**config.mk**
```make
export PLATFORM = sky130hd
export DESIGN_NAME = coef_frame_rx
export DESIGN_NICKNAME = d
export VERILOG_FILES = /design/src/rtl/watchdog_pkg.sv /design/src/rtl/pin_sync_edge.sv /design/src/rtl/coef_frame_rx.sv
export SDC_FILE = /design/constraint.sdc
export NUM_CORES = 1
export LEC_CHECK = 0
export BUFFER_PORTS_ARGS = -buffer_cell sky130_fd_sc_hd__buf_2
export CORE_AREA = 5 5 126 128
export DETAILED_ROUTE_END_ITERATION = 8
export DIE_AREA = 0 0 131 133
export PLACE_DENSITY_LB_ADDON = 0.12
export SLEW_MARGIN = 20
export SYNTH_ARGS = -nofsm -noshare
export SYNTH_HDL_FRONTEND = slang
export SYNTH_HIERARCHICAL = 1
export SYNTH_SLANG_ARGS = --single-unit
```
**constraint.sdc**
```tcl
create_clock -name clk -period 2.2 [get_ports clk]
set_input_delay 0.33 -clock clk [delete_from_list [all_inputs] [get_ports clk]]
set_output_delay 0.33 -clock clk [all_outputs]
set_load 0.02 [all_outputs]
```
**src/rtl/watchdog_pkg.sv**
```systemverilog
// watchdog_pkg
//   Shared constants and types for the watchdog eigen-analysis front-end.
//   COEF_HDR_BYTE   : frame header byte.
//   COEF_DATA_BYTES : data bytes per frame (a0 MSB..LSB, then a1 MSB..LSB).
//   coef_rx_state_t : receiver FSM states.
package watchdog_pkg;

  localparam logic [7:0]  COEF_HDR_BYTE   = 8'hA5;
  localparam int unsigned COEF_DATA_BYTES = 8;

  typedef enum logic [1:0] {
    IDLE,
    DATA,
    CKSUM,
    PEND
  } coef_rx_state_t;

endpackage

```
**src/rtl/pin_sync_edge.sv**
```systemverilog
// pin_sync_edge
//   Synchroniser chain for an asynchronous strobe and its data bus, followed
//   by a rising-edge detector on the synchronised strobe. Data travels through
//   a chain of the same depth so byte_val lines up with byte_evt.
//   Ports:
//     clk, rst_n      : clock, asynchronous active-low reset
//     async_strobe    : host strobe, asynchronous to clk
//     async_data[W]   : host data, asynchronous to clk
//     byte_evt        : one-cycle pulse on a synchronised strobe rise
//     byte_val[W]     : synchronised data, valid while byte_evt is high
module pin_sync_edge #(
  parameter int unsigned STAGES = 2,
  parameter int unsigned W      = 8
) (
  input  logic         clk,
  input  logic         rst_n,
  input  logic         async_strobe,
  input  logic [W-1:0] async_data,
  output logic         byte_evt,
  output logic [W-1:0] byte_val
);

  logic [STAGES-1:0] strobe_q;
  logic [W-1:0]      data_q [STAGES];
  logic              strobe_prev;

  always_ff @(posedge clk or negedge rst_n) begin
    if (!rst_n) begin
      strobe_q    <= '0;
      strobe_prev <= 1'b0;
      for (int unsigned i = 0; i < STAGES; i++) begin
        data_q[i] <= '0;
      end
    end else begin
      strobe_q    <= {strobe_q[STAGES-2:0], async_strobe};
      strobe_prev <= strobe_q[STAGES-1];
      data_q[0]   <= async_data;
      for (int unsigned i = 1; i < STAGES; i++) begin
        data_q[i] <= data_q[i-1];
      end
    end
  end

  assign byte_evt = strobe_q[STAGES-1] & ~strobe_prev;
  assign byte_val = data_q[STAGES-1];

endmodule

```
**src/rtl/coef_frame_rx.sv**
```systemverilog
// coef_frame_rx
//   Receives a byte-serial coefficient frame from the host pins, validates it
//   and launches the eigen core with the assembled a0/a1 coefficients.
//   Frame: 0xA5, a0[31:24..7:0], a1[31:24..7:0], [XOR checksum].
//   Build option: define COEF_RX_CKSUM_EN to include the checksum byte and
//   its check; without it a frame ends after the 8th data byte.
//   Ports:
//     clk, rst_n   : clock, asynchronous active-low reset
//     ena          : tile enable; low aborts any frame and forces IDLE
//     pin_data[8]  : host byte (asynchronous)
//     pin_strobe   : host byte strobe (asynchronous, rising edge = byte)
//     core_busy    : downstream busy, holds off start_calc
//     a0, a1       : signed coefficients, updated only with start_calc
//     start_calc   : one-cycle launch pulse
//     frame_err    : sticky error, cleared by the next valid header
//     rx_busy      : FSM not in IDLE
module coef_frame_rx
  import watchdog_pkg::*;
#(
  parameter int unsigned TIMEOUT_CYC = 4096,
  parameter int unsigned SYNC_STAGES = 2
) (
  input  logic               clk,
  input  logic               rst_n,
  input  logic               ena,
  input  logic [7:0]         pin_data,
  input  logic               pin_strobe,
  input  logic               core_busy,
  output logic signed [31:0] a0,
  output logic signed [31:0] a1,
  output logic               start_calc,
  output logic               frame_err,
  output logic               rx_busy
);

  localparam int unsigned    TMO_W    = (TIMEOUT_CYC > 2) ? $clog2(TIMEOUT_CYC) : 1;
  localparam logic [TMO_W-1:0] TMO_LAST = TMO_W'(TIMEOUT_CYC - 1);
  localparam logic [2:0]     LAST_IDX = 3'(COEF_DATA_BYTES - 1);

  logic       byte_evt;
  logic [7:0] byte_val;

  pin_sync_edge #(
    .STAGES (SYNC_STAGES),
    .W      (8)
  ) u_sync (
    .clk          (clk),
    .rst_n        (rst_n),
    .async_strobe (pin_strobe),
    .async_data   (pin_data),
    .byte_evt     (byte_evt),
    .byte_val     (byte_val)
  );

  coef_rx_state_t     state_q, state_d;
  logic [2:0]         cnt_q, cnt_d;
  logic [7:0]         xacc_q, xacc_d;
  logic [63:0]        shadow_q, shadow_d;
  logic [TMO_W-1:0]   tmo_q, tmo_d;
  logic signed [31:0] a0_d, a1_d;
  logic               start_d;
  logic               err_d;
  logic               frame_done;

  always_ff @(posedge clk or negedge rst_n) begin
    if (!rst_n) begin
      state_q    <= IDLE;
      cnt_q      <= '0;
      xacc_q     <= '0;
      shadow_q   <= '0;
      tmo_q      <= '0;
      a0         <= '0;
      a1         <= '0;
      start_calc <= 1'b0;
      frame_err  <= 1'b0;
    end else begin
      state_q    <= state_d;
      cnt_q      <= cnt_d;
      xacc_q     <= xacc_d;
      shadow_q   <= shadow_d;
      tmo_q      <= tmo_d;
      a0         <= a0_d;
      a1         <= a1_d;
      start_calc <= start_d;
      frame_err  <= err_d;
    end
  end

  always_comb begin
    state_d    = state_q;
    cnt_d      = cnt_q;
    xacc_d     = xacc_q;
    shadow_d   = shadow_q;
    tmo_d      = tmo_q;
    a0_d       = a0;
    a1_d       = a1;
    err_d      = frame_err;
    start_d    = 1'b0;
    frame_done = 1'b0;

    // Inter-byte timeout, shared by DATA and CKSUM.
    if (state_q == DATA || state_q == CKSUM) begin
      if (byte_evt) begin
        tmo_d = '0;
      end else if (tmo_q == TMO_LAST) begin
        err_d   = 1'b1;
        state_d = IDLE;
      end else begin
        tmo_d = tmo_q + 1'b1;
      end
    end

    case (state_q)
      IDLE: begin
        if (byte_evt && byte_val == COEF_HDR_BYTE) begin
          err_d   = 1'b0;
          cnt_d   = '0;
          xacc_d  = '0;
          tmo_d   = '0;
          state_d = DATA;
        end
      end
      DATA: begin
        if (byte_evt) begin
          shadow_d = {shadow_q[55:0], byte_val};
          xacc_d   = xacc_q ^ byte_val;
          cnt_d    = cnt_q + 3'd1;
          if (cnt_q == LAST_IDX) begin
`ifdef COEF_RX_CKSUM_EN
            state_d = CKSUM;
`else
            frame_done = 1'b1;
`endif
          end
        end
      end
`ifdef COEF_RX_CKSUM_EN
      CKSUM: begin
        if (byte_evt) begin
          if (byte_val == xacc_q) begin
            frame_done = 1'b1;
          end else begin
            err_d   = 1'b1;
            state_d = IDLE;
          end
        end
      end
`endif
      PEND: begin
        if (byte_evt) begin
          err_d = 1'b1;
        end
        frame_done = 1'b1;
      end
      default: state_d = IDLE;
    endcase

    // A completed frame launches in the same edge when the core is free, so
    // start_calc appears the cycle after the final byte event; otherwise it
    // parks in PEND. shadow_d already holds the last shifted byte.
    if (frame_done) begin
      if (core_busy) begin
        state_d = PEND;
      end else begin
        a0_d    = shadow_d[63:32];
        a1_d    = shadow_d[31:0];
        start_d = 1'b1;
        state_d = IDLE;
      end
    end

    if (!ena) begin
      state_d = IDLE;
      start_d = 1'b0;
      a0_d    = a0;
      a1_d    = a1;
      err_d   = frame_err;
    end
  end

  assign rx_busy = (state_q != IDLE);

endmodule
```
# --- Word level (Yosys, flattened, before mapping) ---
# Cells that the tools add are included.
word_totals:
  ff_bits: 166
  in_bits: 13
  out_inout_bits: 67
classes:
  add_sub_neg: 2
  n_eq_ne: 8
  mux: 30
  bitwise_logic: 3
  n_reduce_logical: 8
ops:
  columns: ["cell", "n"]
  rows:
  - ["64-bit two-way mux", 2]
  - ["12-bit two-way mux", 5]
  - ["2-bit two-way mux", 7]
  - ["12-bit by 1-bit adder with 12-bit output (second input constant)", 1]
  - ["12-bit == test (second input constant)", 1]
  - ["1-bit two-way mux", 10]
  - ["8-bit == test (second input constant)", 1]
  - ["3-bit two-way mux", 2]
  - ["3-bit one-hot mux with 2 select lines", 1]
  - ["3-bit AND reduction", 2]
  - ["2-bit == test (second input constant)", 2]
  - ["2-bit inequality test (second input constant)", 2]
  - ["1-bit one-hot mux with 2 select lines", 2]
  - ["2-bit one-hot mux with 2 select lines", 1]
  - ["2-bit nonzero test", 2]
  - ["3-bit by 1-bit adder with 3-bit output (second input constant)", 1]
  - ["3-bit == test (second input constant)", 1]
  - ["2-bit by 1-bit == test with 1-bit output (second input constant)", 1]
  - ["2-bit logical NOT", 1]
  - ["1-bit NOT", 2]
  - ["2-bit OR reduction", 1]
  - ["1-bit bitwise AND", 1]
  - ["1-bit logical AND", 1]
  - ["1-bit logical OR", 1]

# --- Depth between registers and ports, before layout ---
# Gate-level depths: netlist of run 1.
depth:
  depth_word: 8
  mapped_depth: 7
  ltp_nobuf: 6

# --- By module ---
# Netlist of run 1, hierarchy kept.
modules_own_cells:
  columns: ["mod", "instances", "cells_per_inst", "area_each_um2"]
  rows:
  - ["coef_frame_rx", 1, 391, 6308.6]
  - ["pin_sync_edge", 1, 28, 549.3]

# --- Least setup slack after synthesis of run 1 ---
# No wires, ideal clock.
synth_timing:
  path_type: "register -> register"
  from: "register cnt_q[0]"
  to: "register a1[13]"
  setup_ns: 0.128
  arrival_time_ns: 1.670
  t_required_ns: 2.072
  setup_slack_ns: 0.403
  path_stages_with_launch: 8
  path_buffers: 2
  cell_sequence: "dfrtp_1 -> ha_1 -> ha_1 -> a31oi_2 -> nor3b_2 -> buf_4 -> buf_6 -> mux2_1"
synth_between:
  elab_chain_cells: 5
synth_lines:
  columns: ["item", "line", "text"]
  rows:
  - ["start, declared", "coef_frame_rx.sv:56", "logic [2:0] cnt_q, cnt_d;"]
  - ["start signal, assigned", "coef_frame_rx.sv:78", "cnt_q <= cnt_d;"]
  - ["3-bit == test", "coef_frame_rx.sv:128", "if (cnt_q == LAST_IDX) begin"]
  - ["1-bit two-way mux", "coef_frame_rx.sv:128", null]
  - ["1-bit two-way mux", "coef_frame_rx.sv:124", "if (byte_evt) begin"]
  - ["1-bit one-hot mux with 2 select lines", "coef_frame_rx.sv:113", "case (state_q)"]
  - ["3-bit AND reduction (no line)", null, null]
  - ["end signal, assigned", "coef_frame_rx.sv:73", "a1 <= '0;"]
  - ["end signal, assigned", "coef_frame_rx.sv:83", "a1 <= a1_d;"]
  - ["end, declared", "coef_frame_rx.sv:30", "output logic signed [31:0] a1,"]
# Every way passes these cells.
# A chain may end at the register's enable or synchronous reset.

# --- Final worst setup path of run 1 ---
layout_timing:
  from: "register state_q[1]"
  to: "register a0[1]"
layout_between:
  elab_chain_cells: 3
  elab_cells_between_ends: 5
  cone_classes: "2 x eq/ne; 2 x mux; 1 x reduce/logical"
layout_lines:
  columns: ["item", "line", "text"]
  rows:
  - ["start, declared", "coef_frame_rx.sv:55", "coef_rx_state_t state_q, state_d;"]
  - ["start signal, assigned", "coef_frame_rx.sv:77", "state_q <= state_d;"]
  - ["2-bit == test or 2-bit by 1-bit == test with 1-bit output (tied branches)", "coef_frame_rx.sv:113", null]
  - ["1-bit one-hot mux with 2 select lines", "coef_frame_rx.sv:113", null]
  - ["3-bit AND reduction (no line)", null, null]
  - ["end signal, assigned", "coef_frame_rx.sv:72", "a0 <= '0;"]
  - ["end signal, assigned", "coef_frame_rx.sv:82", "a0 <= a0_d;"]
  - ["end, declared", "coef_frame_rx.sv:29", "output logic signed [31:0] a0,"]
# Parallel ways exist; a longest one is shown, timed or not.

==> results of run 1 <==
==> cells by family after synthesis <==
kind of cell,Yosys count,synth area share
flip-flops,166,0.606
multiplexers,130,0.266
AND/OR/NAND/NOR,49,0.0432
AO/OA/AOI/OAI,32,0.0323
buffers and inverters,32,0.0352
adder cells (fa/ha/maj),8,0.0146
XOR/XNOR,2,0.00255
==> worst paths after layout <==
| path | end | depth (start not counted) | slack [ps] | startpoint |
|---|---|---|---|---|
| min | frame_err | 2 | 200 | ena |
| min in group asynchronous | shadow_q[32] | 2 | 420 | rst_n |
| max in group asynchronous | shadow_q[13] | 3 | 1040 | rst_n |
| max reg2reg | a0[1] | 7 | 90 | state_q[1] |
| min reg2reg | u_sync/strobe_q[1] | 0 | 350 | u_sync/strobe_q[0] |
| max | a0[1] | 7 | 90 | state_q[1] |
==> per-layer routing <==
layer / GRT usage / wire [um] / vias up
met2: 0.228 / 5870 / 87
met1: 0.205 / 5670 / 1846
li1: - / - / 1683
met5: 0 / 0 / -
met3: 0.0388 / 554 / 19
met4: 0.0697 / 231 / 0
==> cell usage after synthesis, drive strengths merged, types with 2 or more instances <==
library cell	n	area (sq um)
nand2	9	33.8
nand4	3	33.8
mux2	129	1820
a22o	2	17.5
dfrtp	166	4150
ha	8	100
o21ai	5	25.0
nor2b	3	26.3
inv	8	30.0
nor4	2	12.5
and4bb	2	25.0
nor2	12	45.0
nor4b	2	23.8
nand3	4	20.0
buf	24	211
or3	2	12.5
a211oi	3	22.5
o31ai	2	15.0
nor3	4	20.0
and3	3	18.8
a31oi	3	25.0
a21oi	9	45.0
==> layout make-up <==
type / instances / area (sq um)
clock inverter: 10 / 121
multi-input combinational: 221 / 2480
timing repair buffer: 102 / 712
sequential: 166 / 4150
inverter: 8 / 30.0
tap: 188 / 235
clock buffer: 21 / 460
fill: 1188 / 6560
==> stage by stage <==
| step | setup slack [ps] | total power (W) | hold slack, ps | cells |
|---|---|---|---|---|
| 2_1_floorplan | 403 | 0.00318 | 34.4 | 419 |
| 3_3_place_gp | 190 | 0.00326 | 319 | 675 |
| 3_5_place_dp | 88.8 | 0.00326 | 322 | 675 |
| 4_1_cts | 89.1 | 0.00623 | 166 | 716 |
| 5_1_grt | 0.897 | 0.00637 | 200 | 716 |
| 6_report | 85.5 | 0.00613 | 199 | 716 |
==> sequential cells by signal, summed over array words and instances, names as in the netlist <==
register / count
shadow_q: 64
a1: 32
tmo_q: 12
a0: 32
u_sync/strobe_prev: 1
state_q: 2
frame_err: 1
u_sync/strobe_q: 2
cnt_q: 3
u_sync/byte_val: 8
u_sync/data_q: 8
start_calc: 1
==> power groups by stage <==
stage / logic [W] / clock network [W] / registers (W)
after floorplan: 0.0000316 / 0 / 0.00314
after global placement: 0.000109 / 0 / 0.00315
after detailed placement: 0.000112 / 0 / 0.00315
after CTS: 0.000125 / 0.00301 / 0.00309
after global routing: 0.000140 / 0.00314 / 0.00309
final: 0.000119 / 0.00292 / 0.00309
==> repair_timing <==
item	in CTS	in global routing
buffers inserted	0	0
endpoints found under the hold margin	58	0
hold buffers	10	0
gates resized for setup	0	0
==> worst max-delay path, stage by stage (launching register included) <==
cell     delay, ps
dfrtp_1        420
inv_1          100
ha_1           260
a31oi_2        180
nor3b_4        240
buf_12         270
buf_12         210
mux2_4         310
==> summary.md, run 1 <==
| Metric | Value |
|---|---|
| Drt wl/cell | `17.2 um` |
| Sequential power share | `0.505` |
| Die extent in x | `about 130 um` |
| Worst min path class | `in -> reg` |
| CP arrival | `2420 ps` |
| Comb pwr share | `0.019` |
| Most frequent cells in the layout | `dfrtp_1 (166), mux2_4 (97), buf_2 (78)` |
| Peak VDD IR | `507 uV` |
| Vias | `between 3k and 4k` |
| Clk_skew | `7.25 ps` |
| GPL Wtd Cong | `0.828` |
| Initial antenna violation count | `0` |
| Syn_nets | `440` |
| Vias per std cell | `around 5.1` |
| RSZ-0062 raised after global routing | `no` |
| Clock slew at reported path FFs | `60 ps` |
| Slew HR | `0.651` |
| Share of cells above drive strength 1 | `0.489` |
| Core Box Area | `14,800 sq um` |
| Area growth syn-to-layout | `19.4%` |
| CP Data Required Time | `2500 ps` |
| Placed Area | `7510 sq um` |
| Number of global-route vias before repair | `3,865` |
| Leakage | `4.32 nW` |
| Register area share after synthesis | `0.606` |
| Final Slew Violations | `0` |
| DRC viols | `0` |
| Worst skew pair latency | `between 400 and 500 ps` |
| Clock net sink count | `166` |
| Number of flops mapped to enable cells by yosys | `0` |
| Worst-path maximum fanout | `30` |
| Largest net degree at the start of global routing | `72` |
| Sw power | `0.00128 W` |
| Hold Fails Final Rpt | `0` |
| Syn Inst Count | `419` |
| Die Y | `133 um` |
| Final Util | `0.555` |
| Count of input and output buffers | `79` |
| Pint | `0.00485 W` |
| Crit path kind | `reg -> reg` |
| Worst Setup Start Kind | `register` |
| Outcome | `finished clean` |
| Minimum clock period | `2110 ps` |
| Top Ports | `80` |
| Peak Freq | `~470 MHz` |
| Avg Inst Size Synth | `16.4 sq um` |
| Worst-Margin Slew | `slightly above 500 ps` |
| # diodes | `0` |
| Detail Route Antenna Nets | `0` |
| Count of cell types in the netlist | `44` |
| DIE AREA | `17,400 sq um` |
| CTS Buffer Depth | `2` |
| Starting DRT DRC Count | `176` |
| CTS tree | `built` |
| CP endpoint kind | `register` |
| Clock network power share | `0.476` |
| Row count | `45` |
| Yosys warning total | `6` |
| Setup-failing EPs final | `0` |
| Setup TNS Final | `0 ps` |
| Top FF cell, synth | `dfrtp_1` |
| Pwr/cell area | `around 750 nW/um^2` |
| Asr flop ratio synth | `1.00` |
| Routed WL | `12,300 um` |
| TritonCTS Buffers | `17` |
| Final Cell Area | `8190 sq um` |
| Switch share | `0.208` |
| DR pass1 iterations | `4` |
| Post-Syn Area | `roughly 7000 sq um` |
| Yosys reg bits | `166` |
| Starting Density | `0.465` |
| DP Wirelength | `8480 um` |
| Final net count | `~540` |
| Max H-tree Level | `4` |
| Most common cell after layout, fill and taps aside | `dfrtp_1` |
| Final period utilization | `0.961` |
| MaxCap Viol Count | `0` |
| Root buffer selected by CTS | `clkbuf_16` |
| GRT overflow | `0` |
| GRT Total Usage | `0.151` |
| First-pass GRT wire length | `20,400 um` |
Power figures use the tool's default switching activity.
==> run 2: changes to the inputs <==
CORE_AREA = 5 5 151 153   (was 5 5 126 128)
DIE_AREA = 0 0 156 158   (was 0 0 131 133)
clock period = 2.5 ns   (was 2.2 ns; I/O delays follow)
==> run 2 against run 1 <==
  * Clock power shrank 7.5%
  * Design area shrank 0.20%
  * Die area grew 41%
  * Flip-flop and latch count is the same
  * Sequential share of layout area grew 0.10 points
  * Critical path type unchanged
  * Critical endpoint is now a1[9]
  * Largest cell class unchanged
==> summary.md, run 2 (synthesis results as in run 1) <==
| Metric | Value |
|---|---|
| Crit path kind | `reg -> reg` |
| Worst-path maximum fanout | `52` |
| Peak Freq | `476 MHz` |
| FF+latch area | `4150 sq um` |
| Multi-input gate area | `2480 sq um` |
| Reg2Reg Depth | `6` |
| Core Box Area | `21,400 sq um` |
| # diodes | `0` |
| First-pass GRT wire length | `21,800 um` |
| Largest net degree at the start of global routing | `68` |
| FILL cells | `about 2k` |
| Detail Route Antenna Nets | `0` |
| Sw power | `0.00115 W` |
| Final period utilization | `0.840` |
| CP endpoint kind | `register` |
| Root buffer selected by CTS | `clkbuf_16` |
| Max H-tree Level | `4` |
| Die Y | `158 um` |
| CTS Buffer Depth | `2` |
| Comb pwr share | `0.018` |
| Area growth syn-to-layout | `19.2%` |
| Clk_skew | `about 10 ps` |
| Clock network power share | `0.489` |
| Setup TNS Final | `0 ps` |
| Hold Fails Final Rpt | `0` |
| GRT Total Usage | `0.114` |
| Top flop regs | `shadow_q (64), a0 (32), a1 (32)` |
| RSZ-0062 raised after global routing | `no` |
| Slew HR | `0.574` |
| Count of input and output buffers | `79` |
| Vias | `3,562` |
| Starting Density | `0.320` |
| Most common cell after layout, fill and taps aside | `dfrtp_1` |
| Worst Setup Start Kind | `register` |
| DIE AREA | `between 20,000 and 25,000 sq um` |
| Top Ports | `80` |
| Crit path from | `state_q[1]` |
| Peak VDD IR | `about 470 uV` |
| Minimum clock period | `about 2100 ps` |
| Drt wl/cell | `around 17 um` |
| GRT overflow | `0` |
| Clock net sink count | `166` |
| Share of cells above drive strength 1 | `0.495` |
| DP Wirelength | `8950 um` |
| CTS tree | `built` |
| Starting DRT DRC Count | `around 100` |
| Leakage | `roughly 4.3 nW` |
| Post-CTS setup buffers | `0` |
| Worst-Margin Slew | `638 ps` |
| Row count | `54` |
| Max FFs per register | `64` |
| Setup-failing EPs final | `0` |
| Hold Startpoint | `pin_data[5]` |
| Pint | `0.00437 W` |
| Final net count | `527` |
| Largest reg by FF count | `shadow_q` |
| Number of global-route vias before repair | `3,897` |
| Routed WL | `13,400 um` |
| Sequential power share | `0.493` |
| DR pass1 iterations | `4` |
| Outcome | `finished clean` |
| Pwr/cell area | `roughly 680 nW/um^2` |
| Final WS setup | `400 ps` |
| Clock slew at reported path FFs | `70 ps` |
| Final Slew Violations | `0` |
| Switch share | `0.208` |
| DRC viols | `0` |
| Worst slack at placement | `389 ps` |
| RR Startpoint | `state_q[1]` |
| Hold Crit Depth | `1` |
| Worst min path class | `in -> reg` |
| Vias per std cell | `4.46` |
| Total power | `0.00552 W` |
| MaxCap Viol Count | `0` |
| Initial antenna violation count | `0` |
| CP arrival | `2400 ps` |
| CP Data Required Time | `2800 ps` |
| Most frequent cells in the layout | `dfrtp_1 (166), mux2_4 (97), buf_2 (78)` |
| TritonCTS Buffers | `17` |
| GPL Wtd Cong | `~0.72` |
| Die extent in x | `156 um` |
| Worst skew pair latency | `420 ps` |
## run 2: cell types whose count changed in the layout (fill, tap and decap cells not counted), sizes merged
cell and change:
dlygate4sd3 -9, bufinv +1, inv -1, buf -1, clkbuf +1
## run 2: final cells by class
cell class / instances / area share
Multi-Input combinational cell: 221 / 0.303
Inverter: 8 / 0.00367
Clock inverter: 10 / 0.0179
Timing Repair Buffer: 92 / 0.0675
Clock buffer: 22 / 0.0568
Tap cell: 280 / 0.0429
Sequential cell: 166 / 0.508
## run 2: what timing repair did
item,4_1_cts,5_1_grt
gates resized for setup,0,0
hold buffers,1,0
endpoints found under the hold margin,62,0
## run 2: per-stage QoR
step,utilization,cells,cell area [sq um],hold WS (ps)
floorplan,-,419,6860,79.4
global route,0.382,799,8170,33.1
global placement,0.353,766,7550,333
CTS,0.382,799,8170,36.4
detailed placement,0.353,766,7550,335
finish,0.382,799,8170,55.7
## run 2: worst paths after layout
kind	endpoint	slack, ps
setup / recovery	a1[9]	400
min in group asynchronous	a1[29]	520
setup reg to reg	a1[9]	400
max in group asynchronous	cnt_q[1]	1260
hold / removal	u_sync/data_q[13]	60
hold reg to reg	u_sync/byte_val[2]	350
## run 2: critical path, cell delays in order, from the launching register on
cell	delay (ps)
dfrtp_1	410
inv_1	100
ha_1	250
a31oi_2	180
nor3b_4	260
buf_12	390
mux2_2	380
## run 2: per-layer routing
layer | global-route usage | share of wire | vias to the layer above
li1 | - | - | 1671
met1 | 0.156 | 0.48 | 1814
met2 | 0.176 | 0.46 | 65
met3 | 0.0317 | 0.044 | 12
met4 | 0.0413 | 0.014 | 0
met5 | 0 | 0 | -
## run 2: power groups by stage
stage          registers, W  logic [W]  clock network, W
2_1_floorplan       0.00277  0.0000278                 0
5_1_grt             0.00272   0.000117           0.00289
3_5_place_dp        0.00277   0.000101                 0
6_report            0.00272  0.0000966           0.00270
3_3_place_gp        0.00277  0.0000995                 0
4_1_cts             0.00272   0.000102           0.00279
